[config.mk]
export PLATFORM = sky130hd
export DESIGN_NAME = timestamp_reg_if
export DESIGN_NICKNAME = d
export VERILOG_FILES = /design/src/rtl/timestamp_pkg.sv /design/src/rtl/pulse_stretch.sv /design/src/rtl/timestamp_reg_if.sv
export SDC_FILE = /design/constraint.sdc
export NUM_CORES = 1
export LEC_CHECK = 0
export ABC_AREA = 1
export CORE_MARGIN = 5
export CORE_UTILIZATION = 35
export CTS_BUF_LIST = sky130_fd_sc_hd__clkbuf_8
export DETAILED_ROUTE_END_ITERATION = 6
export PLACE_DENSITY = 0.64
export SYNTH_ARGS = -nofsm -noshare
export SYNTH_HDL_FRONTEND = slang
export SYNTH_SLANG_ARGS = --single-unit
[constraint.sdc]
create_clock -name clk -period 3.4 [get_ports clk]
set_clock_uncertainty 0.05 [all_clocks]
set_input_delay 0.85 -clock clk [delete_from_list [all_inputs] [get_ports clk]]
set_output_delay 0.85 -clock clk [all_outputs]
set_load 0.02 [all_outputs]
[src/rtl/timestamp_pkg.sv]
// Shared constants for the timestamp register front end: address map, CTRL bit positions, latch FSM encoding.
package timestamp_pkg;

  localparam int unsigned ADDR_CTRL = 32'h30;
  localparam int unsigned ADDR_TS0  = 32'h31;
  localparam int unsigned ADDR_TS1  = 32'h32;
  localparam int unsigned ADDR_TS2  = 32'h33;
  localparam int unsigned ADDR_TS3  = 32'h34;

  localparam int unsigned NUM_TS_WORDS = 4;

  // CTRL write bits
  localparam int unsigned CTRL_LATCH_BIT = 0;
  localparam int unsigned CTRL_RST_BIT   = 1;
  // CTRL read bits
  localparam int unsigned CTRL_BUSY_BIT  = 0;
  localparam int unsigned CTRL_VALID_BIT = 1;

  typedef enum logic [1:0] {
    ST_IDLE = 2'd0,
    ST_LOAD = 2'd1,
    ST_CAPT = 2'd2
  } latch_state_e;

endpackage

[src/rtl/pulse_stretch.sv]
// Fixed-length pulse generator: a start in cycle N drives pulse high for N+1..N+LEN; a new start restarts the count.
module pulse_stretch #(
  parameter int unsigned LEN = 4
) (
  input  logic clk,
  input  logic reset,
  input  logic start,
  output logic pulse
);

  localparam int unsigned CNT_WD = (LEN > 1) ? $clog2(LEN) : 1;

  logic [CNT_WD-1:0] cnt;

  // cnt holds the number of high cycles still owed after the current one
  always_ff @(posedge clk) begin
    if (reset) begin
      cnt   <= '0;
      pulse <= 1'b0;
    end else if (start) begin
      cnt   <= CNT_WD'(LEN - 1);
      pulse <= 1'b1;
    end else if (cnt != '0) begin
      cnt   <= cnt - CNT_WD'(1);
      pulse <= 1'b1;
    end else begin
      pulse <= 1'b0;
    end
  end

endmodule

[src/rtl/timestamp_reg_if.sv]
// Register-bus front end for the timestamp counter: CTRL decode, load/capture FSM feeding a coherent
// 64-bit shadow, shadow read mux, and the counter soft-reset pulse.
module timestamp_reg_if
  import timestamp_pkg::*;
#(
  parameter int unsigned LONG_REG_WD = 64,
  parameter int unsigned REG_WD      = 16,
  parameter int unsigned ADDR_WD     = 9,
  parameter int unsigned RST_LEN     = 4
) (
  input  logic                   clk,
  input  logic                   reset,
  input  logic                   i_wr_en,
  input  logic                   i_rd_en,
  input  logic [ADDR_WD-1:0]     iv_addr,
  input  logic [REG_WD-1:0]      iv_wr_data,
  output logic [REG_WD-1:0]      ov_rd_data,
  output logic                   o_rd_valid,
  output logic                   o_timestamp_load,
  input  logic [LONG_REG_WD-1:0] iv_timestamp_reg,
  output logic                   o_timestamp_rst
);

  latch_state_e           state;
  logic [LONG_REG_WD-1:0] shadow;
  logic                   shadow_valid;

  logic                   wr_ctrl_c;
  logic                   latch_req_c;
  logic                   rst_req_c;
  logic                   busy_c;
  logic [REG_WD-1:0]      rd_mux_c;
  logic                   wr_data_unused_c;

  // A combined latch+reset write is treated as a soft reset only
  assign wr_ctrl_c   = i_wr_en && (iv_addr == ADDR_WD'(ADDR_CTRL));
  assign latch_req_c = wr_ctrl_c && iv_wr_data[CTRL_LATCH_BIT] && !iv_wr_data[CTRL_RST_BIT];
  assign rst_req_c   = wr_ctrl_c && iv_wr_data[CTRL_RST_BIT];
  assign busy_c      = (state != ST_IDLE);

  assign wr_data_unused_c = ^iv_wr_data[REG_WD-1:CTRL_RST_BIT+1];

  // Latch FSM; the shadow only ever changes in CAPT, and requests while busy are dropped
  always_ff @(posedge clk) begin
    if (reset) begin
      state            <= ST_IDLE;
      o_timestamp_load <= 1'b0;
      shadow           <= '0;
      shadow_valid     <= 1'b0;
    end else begin
      o_timestamp_load <= 1'b0;
      case (state)
        ST_IDLE: begin
          if (latch_req_c) begin
            state            <= ST_LOAD;
            o_timestamp_load <= 1'b1;
          end
        end
        ST_LOAD: state <= ST_CAPT;
        ST_CAPT: begin
          shadow       <= iv_timestamp_reg;
          shadow_valid <= 1'b1;
          state        <= ST_IDLE;
        end
        default: state <= ST_IDLE;
      endcase
      if (rst_req_c) begin
        shadow_valid <= 1'b0;
      end
    end
  end

  // Read mux over current (pre-write) register state
  always_comb begin
    rd_mux_c = '0;
    if (iv_addr == ADDR_WD'(ADDR_CTRL)) begin
      rd_mux_c[CTRL_BUSY_BIT]  = busy_c;
      rd_mux_c[CTRL_VALID_BIT] = shadow_valid;
    end else begin
      for (int unsigned k = 0; k < NUM_TS_WORDS; k++) begin
        if (iv_addr == ADDR_WD'(ADDR_TS0 + k)) begin
          rd_mux_c = shadow[k*REG_WD +: REG_WD];
        end
      end
    end
  end

  always_ff @(posedge clk) begin
    if (reset) begin
      o_rd_valid <= 1'b0;
      ov_rd_data <= '0;
    end else begin
      o_rd_valid <= i_rd_en;
      if (i_rd_en) begin
        ov_rd_data <= rd_mux_c;
      end
    end
  end

  pulse_stretch #(
    .LEN (RST_LEN)
  ) u_rst_pulse (
    .clk   (clk),
    .reset (reset),
    .start (rst_req_c),
    .pulse (o_timestamp_rst)
  );

endmodule

==> impl_results.md, run 1 <==
* Worst path cell trace: clkdlybuf4s50_1 > nand2_1 > inv_1 > nand3_4 > nor2_4 > inv_2 > nor2_1 > nor2_1 > nand2_1 > a21oi_1
* Yosys warning total at 0
* Detail Placement HPWL at between 7000 and 8000 um
* Drt via density at between 4 and 5
* Initial DRT Pass Iterations at 4
* CTS max path bufs at 2
* Area of placed instances at 4818 um^2
* Fin Setup TNS at 0 ns
* Max Cap Viol at 0
* Routed WL per cell at 12.89 um
* Synthesized flop and latch total at 88
* Clock Sink Count at 88
* Critical Path End Type: flop
* DIE AREA at approximately 13,000 um^2
* Max-slew headroom at 0.3654
* WP data arrival at between 2 and 3 ns
* Commonest non-fill, non-tap cell in the layout: nor2_1
* Final setup viols at 0
* Layout cells sized above 1 at 0.06678
* Post-layout net count at about 700
* PortBufs at between 90 and 100
* Top-area cell type share of the netlist area at 0.4658
* Remaining DRCs at 0
* Critical path class: input port to flop
* Post-CTS setup repair buffer count at 0
* Post-Synthesis Net Count at 621
* # IOs at 112
* Global placer's final weighted congestion at 0.7719
* Overall Global Routing Usage at 0.1507
* R2R Path End: shadow_valid
* P_sw at about 460 uW
* Post-Syn Area per Cell at about 7.2 um^2
* Startpoint types: input port
* Internal cell power at about 1.5 mW
* P&R area growth vs syn at 32.52%
* Minimum clock period at 2.410 ns
* Yosys cell types at 26
* Comb pwr share at 0.112
* Hold Fails Final Rpt at 0
* Clock power share at 0.359
* Reg clk slew, reported paths at roughly 0.080 ns
* Final WL at about 9700 um
* Sequential power share at 0.529
* Pin count of the biggest net entering global routing at 95
* Period utilisation layout at 0.7088
* Slowest stage cell, crit path: clkdlybuf4s50_1
* Initial DRC count at around 180
* Sequential fraction of the synthesis area at 0.4658
* Sw Share at 0.2314
* RSZ-0062 raised after global routing: false
* Synthesized cell area at roughly 3800 um^2
* Worst Path Max Fanout at 18
* Area leader, netlist: dfxtp_1
* DIE WIDTH at about 110 um
* Ant diodes at 0
* Hold path cells at 2
* Total CTS buffers at 9
* Effective utilization at floorplan at 0.3536
* Remaining Overflow, GRT at 0
* Antenna violation net count after detailed routing at 0
* R2R Path Start: state[0]
* Final cell count without fillers at about 750
* Power per cell area at a little under 400 nW/um^2
* TritonCTS clock tree: yes
* Clk Latency, worst-skew pair at between 0.3 and 0.4 ns
* Crit-path max cell delay at ~0.46 ns
* Vias in the first global route at roughly 3,300
* Status: complete, no violations
* CP required at 3.58 ns
* Most frequent cells in the layout: nor2_1, clkdlybuf4s50_1, dfxtp_1
* Synth area leaders: dfxtp_1, nor2_1, o21ai_0, a21oi_1, nand2_1
* R2R setup slack at about 1.5 ns
* Clock root cell: clkbuf_8
* CTS hold repair buffers at 0
* Worst min-delay path category: flop to flop
* Design Area, Final at around 5000 um^2
* Hold worst-path end: shadow[8]
* # fillers at roughly 1,100
* Final hold slack at between 0.4 and 0.5 ns
* Leakage Power at ~1.8 nW
* Least-Margin Pin Slew at roughly 0.95 ns
* First-pass GRT wire length at around 16,000 um
* Hold wc startpoint: shadow[8]
* Synth Instances at approximately 530
* Vias at 3,520
* Die Ht at between 100 and 150 um
* Final slew viol count at 0
* Rows at 38
* Core ar. at ~11,000 um^2
* Max rail drop VDD at approximately 180 uV
* Cell count of the worst reg-to-reg path at 5
* CTS HTree Levels at 3
* Gates resized, CTS repair at 0
* Antenna violations before repair at 0
* Placed Cells at 739
* Max Clk Rate at 415.0 MHz
-- through the flow --
| stage | worst slack [ns] | total power [mW] | utilization |
|---|---|---|---|
| finish | 0.9901 | 1.985 | 0.4685 |
| global route | 0.8252 | 2.086 | 0.4685 |
| floorplan | 1.459 | 1.170 | - |
| CTS | 0.9873 | 2.007 | 0.4685 |
| global placement | 0.6434 | 1.293 | 0.4504 |
| detailed placement | 0.6228 | 1.297 | 0.4504 |
-- sequential cells by signal (all words and copies together) (netlist names) --
signal             cells
shadow_valid           1
state                  2
o_rd_valid             1
u_rst_pulse.pulse      1
o_timestamp_load       1
u_rst_pulse.cnt        2
ov_rd_data            16
shadow                64
-- worst max-delay path, delay by kind of cell --
kind / cells / cell delay, ns
and+or+nand+nor: 6 / 0.91
buffers and inverters: 3 / 0.78
AOI/OAI and AO/OA: 1 / 0.05
-- worst max-delay path by stage --
stage | startpoint | to | slack (ns) | cells past startpoint
5_1_grt | iv_addr[4] | ov_rd_data[7] | 0.83 | 10
3_5_place_dp | iv_addr[4] | ov_rd_data[4] | 0.62 | 10
6_report | iv_addr[4] | ov_rd_data[4] | 0.99 | 10
2_1_floorplan | iv_addr[5] | ov_rd_data[11] | 1.46 | 10
4_1_cts | iv_addr[4] | ov_rd_data[4] | 0.99 | 10
3_3_place_gp | iv_addr[5] | ov_rd_data[4] | 0.64 | 10
-- kinds of logic (layout without fill, tap and decap cells) --
logic type | Yosys count | after routing | share of synthesized area
AND/OR/NAND/NOR | 228 | 228 | 0.2597
AO/OA/AOI/OAI | 133 | 133 | 0.1826
XOR/XNOR | 1 | 1 | 0.002316
adder cells (fa/ha/maj) | 1 | 1 | 0.003307
flip-flops | 88 | 88 | 0.4658
buffers and inverters | 76 | 163 | 0.08634
-- power groups by stage --
stage	Clock, mW	Sequential [mW]	Combinational, mW
3_5_place_dp	0	1.07	0.223
5_1_grt	0.791	1.05	0.243
4_1_cts	0.733	1.05	0.224
2_1_floorplan	0	1.08	0.0865
6_report	0.713	1.05	0.222
3_3_place_gp	0	1.07	0.219
-- synthesized netlist by cell type --
library cell and number:
nand3_1 8, nor3_1 33, inv_2 3, buf_4 1, xor2_1 1, ha_1 1, nand2_1 51, clkbuf_8 1
nand2_4 1, o21ai_0 67, nand3_2 1, clkbuf_1 22, buf_6 3, nor2_2 1, o211ai_1 1, nand3_4 1
a21oi_1 59, dfxtp_1 88, nor2_1 124, clkinv_1 1, nor2_4 5, inv_1 41, nand4_1 2, nand2_2 1
a21oi_2 6, buf_2 4
-- metal layers --
metal  wire length [um]  vias up  GRT usage
met2               4430       73     0.2350
met4                103        0    0.04988
met1               4685     1575     0.2089
met5                  0        -          0
li1                   -     1865          -
met3                499        7    0.03024
-- layout make-up --
class / count / area (um^2) / area share
timing repair buffer: 103 / 1016 / 0.2027
clock inverter: 5 / 56.30 / 0.01123
sequential: 88 / 1762 / 0.3515
clock buffer: 10 / 137.6 / 0.02746
inverter: 45 / 168.9 / 0.03370
multi-input combinational: 363 / 1697 / 0.3385
tap: 140 / 175.2 / 0.03495
Note: power is estimated with default switching activity, not from simulation.
==> inputs of run 2 (changes only) <==
==> constraint.sdc (replaced) <==
create_clock -name clk -period 2.48 [get_ports clk]
set_clock_uncertainty 0.05 [all_clocks]
set_input_delay 0.62 -clock clk [delete_from_list [all_inputs] [get_ports clk]]
set_output_delay 0.62 -clock clk [all_outputs]
set_load 0.02 [all_outputs]
==> run 2 against run 1 <==
  * Core utilization increased by 0.70 points
  * Critical endpoint is now ov_rd_data[8]
  * Global-route usage increased by 0.44 points
  * Routed wire length increased by 2.6%
  * Largest power group unchanged
  * Highest routed layer unchanged
  * Die area unchanged
==> impl_results.md, run 2 (synthesized netlist as in run 1, its figures left out) <==
* Critical path class: input port to flop (unchanged)
* Top flop regs: shadow x64, ov_rd_data x16 (unchanged)
* Clock root cell: clkbuf_8 (unchanged)
* RSZ-0062 raised after global routing: false (unchanged)
* CTS max path bufs at 2 (unchanged)
* Final setup viols at 0 (unchanged)
* Status: complete, no violations (unchanged)
* Minimum clock period at roughly 2 ns
* Finished Core Util at 0.4756 (was 0.4685)
* Final WL at 9966 um (was 9718 um)
* Pin count of the biggest net entering global routing at 66 (was 95)
* Gates resized, CTS repair at 0 (unchanged)
* Remaining DRCs at 0 (unchanged)
* Worst path cell trace: clkdlybuf4s50_1 > nand2_1 > inv_1 > nand3_1 > nor2_4 > a21oi_1 > nand2_1 > nand2_1 > a21oi_2 (was clkdlybuf4s50_1 > nand2_1 > inv_1 > nand3_4 > nor2_4 > inv_2 > nor2_1 > nor2_1 > nand2_1 > a21oi_1)
* Ant diodes at 0 (unchanged)
* Placed Cells at 743 (was 739)
* Effective utilization at floorplan at 0.3536 (unchanged)
* # IOs at 112 (unchanged)
* Drt via density at 4.648 (was 4.668)
* Worst min-delay path category: flop to flop (unchanged)
* Antenna violations before repair at 0 (unchanged)
* Max-slew headroom at 0.6512 (was 0.3654)
* Max reg flops at 64 (unchanged)
* Most frequent cells in the layout: nor2_1, clkdlybuf4s50_1, dfxtp_1 (unchanged)
* Worst Path Max Fanout at 15 (was 18)
* DIE AREA at 12,990 um^2 (unchanged)
* TritonCTS clock tree: yes (unchanged)
* Detail Placement HPWL at 7394 um (was 7182 um)
* Antenna violation net count after detailed routing at 0 (unchanged)
* Rows at 38 (unchanged)
* Max Clk Rate at 494.6 MHz
* Reg clk slew, reported paths at 0.09 ns (was 0.08 ns)
* Crit-path max cell delay at 0.45 ns (was 0.46 ns)
* Max Cap Viol at 0 (unchanged)
* Top delay family on crit path: simple AND/OR/NAND/NOR gates (unchanged)
* Final cell count without fillers at 759 (was 754)
* Critical Path End Type: flop (unchanged)
* Initial DRC count at 184 (was 181)
* Least-Margin Pin Slew at 0.5232 ns (was 0.9461 ns)
* Vias in the first global route at 3,416 (was 3,284)
* Initial DRT Pass Iterations at 5 (was 4)
* Post-layout net count at 708 (was 704)
* Clk Latency, worst-skew pair at 0.35 ns (was 0.34 ns)
* Total CTS buffers at 9 (unchanged)
* CTS HTree Levels at 3 (unchanged)
* PortBufs at 97 (unchanged)
* CP Buf/Inv Count at 2 (was 3)
* Fin Setup TNS at 0 ns (unchanged)
* Worst setup startpoint: iv_addr[5] (was iv_addr[4])
* Layout cells sized above 1 at 0.07431 (was 0.06678)
* CTS hold repair buffers at 0 (unchanged)
* Area of placed instances at 4886 um^2 (was 4818 um^2)
* Hold Fails Final Rpt at 0 (unchanged)
* Max rail drop VDD at 334.4 uV (was 175.3 uV)
* Clock Sink Count at 88 (unchanged)
* Most flop-heavy register: shadow (unchanged)
* CP required at 2.72 ns (was 3.58 ns)
* Core ar. at 10,700 um^2 (unchanged)
* Global placer's final weighted congestion at 0.7583 (was 0.7719)
* Power per cell area at 542.1 nW/um^2 (was 395.9 nW/um^2)
* Final slew viol count at 0 (unchanged)
* Slowest stage cell, crit path: clkdlybuf4s50_1 (unchanged)
* Hold wc startpoint: shadow[10] (was shadow[8])
* Most used cell, CP: nand2_1
* First-pass GRT wire length at 16,250 um (was 15,810 um)
* Remaining Overflow, GRT at 0 (unchanged)
* Leakage Power at 1.829 nW (was 1.797 nW)
* Period utilisation layout at 0.8153
* Startpoint types: input port (unchanged)
* Post-CTS setup repair buffer count at 0 (unchanged)
* Commonest non-fill, non-tap cell in the layout: nor2_1 (unchanged)
* Vias at 3,528 (was 3,520)
* R2R Path Start: state[0] (unchanged)
* Design Area, Final at 5087 um^2 (was 5012 um^2)
* DIE WIDTH at 114.0 um (unchanged)
* WP data arrival at 2.26 ns (was 2.59 ns)
* P&R area growth vs syn at 34.50% (was 32.52%)
* Routed WL per cell at 13.13 um (was 12.89 um)
* Die Ht at 114.0 um (unchanged)
* Overall Global Routing Usage at 0.1551 (was 0.1507)
==> run 2: cell type report <==
type | instances | area (um^2)
Fill cell | 1080 | 5610
Sequential cell | 88 | 1762
Multi-Input combinational cell | 363 | 1697
Timing Repair Buffer | 107 | 1084
Tap cell | 140 | 175.2
Inverter | 45 | 168.9
Clock buffer | 9 | 123.9
Clock inverter | 7 | 77.57
==> run 2: final timing paths <==
check                        to  slack (ns)  cells after the start
setup / recovery  ov_rd_data[8]        0.46                      9
setup reg to reg   shadow_valid        0.81                      7
hold / removal       shadow[10]        0.41                      2
hold reg to reg      shadow[10]        0.41                      2
==> run 2: worst min-delay path: stages (launching register included) <==
cell     delay [ns]
dfxtp_1        0.31
inv_1          0.06
a21oi_1        0.05
==> run 2: per-layer routing <==
layer  global-route usage  vias to the layer above  routed length, um
met3              0.03501                       12                589
met1               0.2174                     1541               4732
met5                    0                        -                  0
met2               0.2342                      102               4496
met4              0.05542                        0                147
li1                     -                     1873                  -
==> run 2: where the power goes <==
part | internal, mW | switching, mW
clock network | 0.477 | 0.529
logic | 0.177 | 0.135
registers | 1.43 | 0.00858
==> run 2: metrics by stage <==
stage	worst slack, ns	power (mW)	hold WS (ns)
detailed placement	0.1138	1.786	0.3970
global placement	0.1685	1.777	0.3901
global route	0.3399	2.883	0.4292
CTS	0.4500	2.788	0.4109
finish	0.4580	2.758	0.4063
floorplan	0.7685	1.603	0.3712
==> edit 1: new RTL, settings of run 2 <==
Re-encode `latch_state_e` (3 states) as one-hot, 3 bits wide.
--- a/src/rtl/timestamp_pkg.sv
+++ b/src/rtl/timestamp_pkg.sv
@@ -16,10 +16,10 @@
   localparam int unsigned CTRL_BUSY_BIT  = 0;
   localparam int unsigned CTRL_VALID_BIT = 1;
 
-  typedef enum logic [1:0] {
-    ST_IDLE = 2'd0,
-    ST_LOAD = 2'd1,
-    ST_CAPT = 2'd2
+  typedef enum logic [2:0] {
+    ST_IDLE = 3'b001,
+    ST_LOAD = 3'b010,
+    ST_CAPT = 3'b100
   } latch_state_e;
 
 endpackage
Formal check against the unedited RTL: same outputs for any inputs over 10 cycles, from zero or initial values and one cycle with reset high; not proved beyond that.
==> edit 1 against run 2 <==
Setup slack worse by 0.022 ns. Final area is 1.1% higher. Register-to-register slack better by 0.12 ns. First-iteration DRC count fell by 13%. Hold slack got worse by 0.0052 ns. Via count shrank 0.28%. Sequential cell count is 1 higher. Synthesized area is 4.3% higher. Wire length increased by 1.0%. Die area is 3.9% higher. Total power decreased by 4.5%. Critical path type unchanged.
==> edit 1: results (changes against run 2) <==
- Result of the run: finished clean
- Average footprint of a synthesized cell: 7.599 um^2 (+5.9%)
- DRT Pass-1 Iters: 4 (-1)
- Proportion of synthesized chip area in sequential cells: 45.18% (-1.4 points)
- Number of DRC markers after the initial detailed-route iteration: 160 (-13%)
- WL met3: 580 um (-1.5%)
- DP Cell Count: 730 (-1.7%)
- Worst max-slew margin expressed relative to the limit: 64.02% (-1.1 points)
- Gpl congestion: 0.7341 (-3.2%)
- Global-route wire length before repair: 16770 um (+3.2%)
- Post-Place Cell Area: 4971 um^2 (+1.7%)
- Static leakage: 1.877 nW (+2.6%)
- Post-detailed-routing wire length: 10070 um (+1.0%)
- Worst path setup slack after routing: 0.4358 ns (-0.02220 ns)
- Met2 wire length: 4981 um (+11%)
- Number of different library cells in the post-synthesis netlist: 31 (+19%)
- Met3 Use GR: 4.145% (+0.64 points)
- Largest net degree at the start of global routing: 91 (+38%)
- Ranking of synthesized cells by area: sky130_fd_sc_hd__dfxtp_1 (45%), sky130_fd_sc_hd__a21oi_1 (8.9%), sky130_fd_sc_hd__o21ai_0 (8.4%), sky130_fd_sc_hd__nor2_1 (6.5%), sky130_fd_sc_hd__inv_1 (5.1%)
- Routed len/inst: 13.50 um (+2.8%)
- Depth of the worst register-to-register path: 6 (-1)
- Final net count: 695 (-1.8%)
- Length of routed wiring on met1: 4365 um (-7.8%)
- Reg2reg setup slack: 0.93 ns (+0.12 ns)
- Post-synth top cells: sky130_fd_sc_hd__dfxtp_1 (89), sky130_fd_sc_hd__a21oi_1 (70), sky130_fd_sc_hd__nor2_1 (68)
- Critical path startpoint: iv_addr[2]
- Worst VDD drop: 338.6 uV (+1.3%)
## edit 1: cell families after synthesis
family                     synth area share (%)
AOI/OAI and AO/OA                         22.43
xor gates and xnor gates                 0.2221
buffers and inverters                     10.50
DFF                                       45.18
adders and majority gates                0.3172
and+or+nand+nor                           21.35
## edit 1: where the power goes
group          internal, mW  leakage, nW  switching [mW]  total, mW
sequential             1.45        0.717         0.00802       1.45
combinational         0.168         1.07           0.132      0.300
clock                 0.362       0.0845           0.517      0.879
total                  1.98         1.88           0.657       2.63
## edit 1: layout make-up
cell class,instances,area (um^2)
tap,140,175.2
fill,1149,5793
clock inverter,7,47.55
clock buffer,9,123.9
multi-input combinational,338,1748
inverter,60,225.2
sequential,89,1782
timing repair buffer,103,1041
## edit 1: critical path: cells and delay by family
family | cells | cell delay, ns
AO/OA/AOI/OAI | 2 | 0.29
buffers and inverters | 3 | 0.75
AND/OR/NAND/NOR | 4 | 0.60
==> edit 2: new RTL, flow settings as in run 2 <==
Made on the original files. Change the parameter `REG_WD` from 16 to 14.
--- a/src/rtl/timestamp_reg_if.sv
+++ b/src/rtl/timestamp_reg_if.sv
@@ -4,7 +4,7 @@
   import timestamp_pkg::*;
 #(
   parameter int unsigned LONG_REG_WD = 64,
-  parameter int unsigned REG_WD      = 16,
+  parameter int unsigned REG_WD      = 14,
   parameter int unsigned ADDR_WD     = 9,
   parameter int unsigned RST_LEN     = 4
 ) (
Ports: changed (resized iv_wr_data and ov_rd_data); port bits go from 112 to 108. The function was not compared with the original's and may differ.
==> edit 2 against run 2 <==
Core utilization shrank 0.091 points. Total power shrank 10%. Synthesized area shrank 6.8%. Setup slack gained 0.021 ns. Final area shrank 8.4%. Global-route usage shrank 0.18 points. Wire length shrank 11%. Count of clock-buffer cells in the layout is the same. Sequential cell count shrank 10. First-iteration DRC count shrank 33%. Critical endpoint is now ov_rd_data[9]$_SDFFE_PP0P_. Largest power group unchanged.
==> edit 2: results (changes against run 2) <==
- Result of the run: finished clean
- Depth of the worst register-to-register path: 5 (-2)
- Final net count: 641 (-9.5%)
- Gpl congestion: 0.7706 (+1.6%)
- Setup slack after placement: 0.1110 ns (-0.002744 ns)
- Buffers on Ports: 87 (-10%)
- Non-clock buffers: 97 (-9.3%)
- Xor-xnor portion of the synthesized cell area: 0.2485% (+0.017 points)
- DRT Pass-1 Iters: 4 (-1)
- Least-Margin Pin Slew: 0.6675 ns (+0.1443 ns)
- Worst VDD drop: 215.2 uV (-36%)
- Reg2reg setup slack: 0.94 ns (+0.13 ns)
- Static leakage: 1.757 nW (-3.9%)
- Global-route wire length before repair: 14700 um (-9.5%)
- Largest net degree at the start of global routing: 82 (+24%)
- Number of multi-input combinational cells in the layout: 322 (-11%)
- Final cell count without fillers: 687 (-9.5%)
- Proportion of power drawn by the clock network: 36.6% (about the same)
- Part of the total power dissipated in combinational logic: 11.8% (+0.5 points)
- Post-synthesis compound-gate area fraction: 22.68% (+4.4 points)
- Synthesized net count: 563 (-9.3%)
- Post-Place Cell Area: 4471 um^2 (-8.5%)
- Post-synth top cells: sky130_fd_sc_hd__nand2_1 (84), sky130_fd_sc_hd__dfxtp_1 (78), sky130_fd_sc_hd__nor2_1 (67)
- Critical path startpoint: iv_addr[3]
- Post-detailed-routing wire length: 8876 um (-11%)
- Cell count after synthesis: 471 (-11%)
- X dimension of the die: 110.4 um (-3.2%)
- Proportion of layout cells with a drive suffix above 1: 10.29% (+2.9 points)
- Met2 track utilization from global routing: 25.43% (+2.0 points)
- Final HPWL DP: 6505 um (-12%)
- Number of DRC markers after the initial detailed-route iteration: 124 (-33%)
- Average vias per placed instance: 4.627 (-0.45%)
- Combined flip-flop and latch cell area: 1562 um^2 (-11%)
==> edit 2: worst min-delay path by stage <==
stage,startpoint,to,slack [ns],cells past startpoint
5_1_grt,shadow[44]$_SDFFE_PP0N_,shadow[44]$_SDFFE_PP0N_,0.43,2
2_1_floorplan,state[1]$_SDFFE_PP0P_,state[1]$_SDFFE_PP0P_,0.37,1
3_5_place_dp,shadow[48]$_SDFFE_PP0N_,shadow[48]$_SDFFE_PP0N_,0.39,2
3_3_place_gp,shadow[47]$_SDFFE_PP0N_,shadow[47]$_SDFFE_PP0N_,0.39,2
4_1_cts,shadow[48]$_SDFFE_PP0N_,shadow[48]$_SDFFE_PP0N_,0.40,2
6_report,shadow[44]$_SDFFE_PP0N_,shadow[44]$_SDFFE_PP0N_,0.41,2
==> edit 2: tightest hold or removal path: stages, from the launching register on <==
cell and delay [ns]:
sky130_fd_sc_hd__dfxtp_1 0.30, sky130_fd_sc_hd__inv_1 0.06, sky130_fd_sc_hd__a21oi_1 0.05
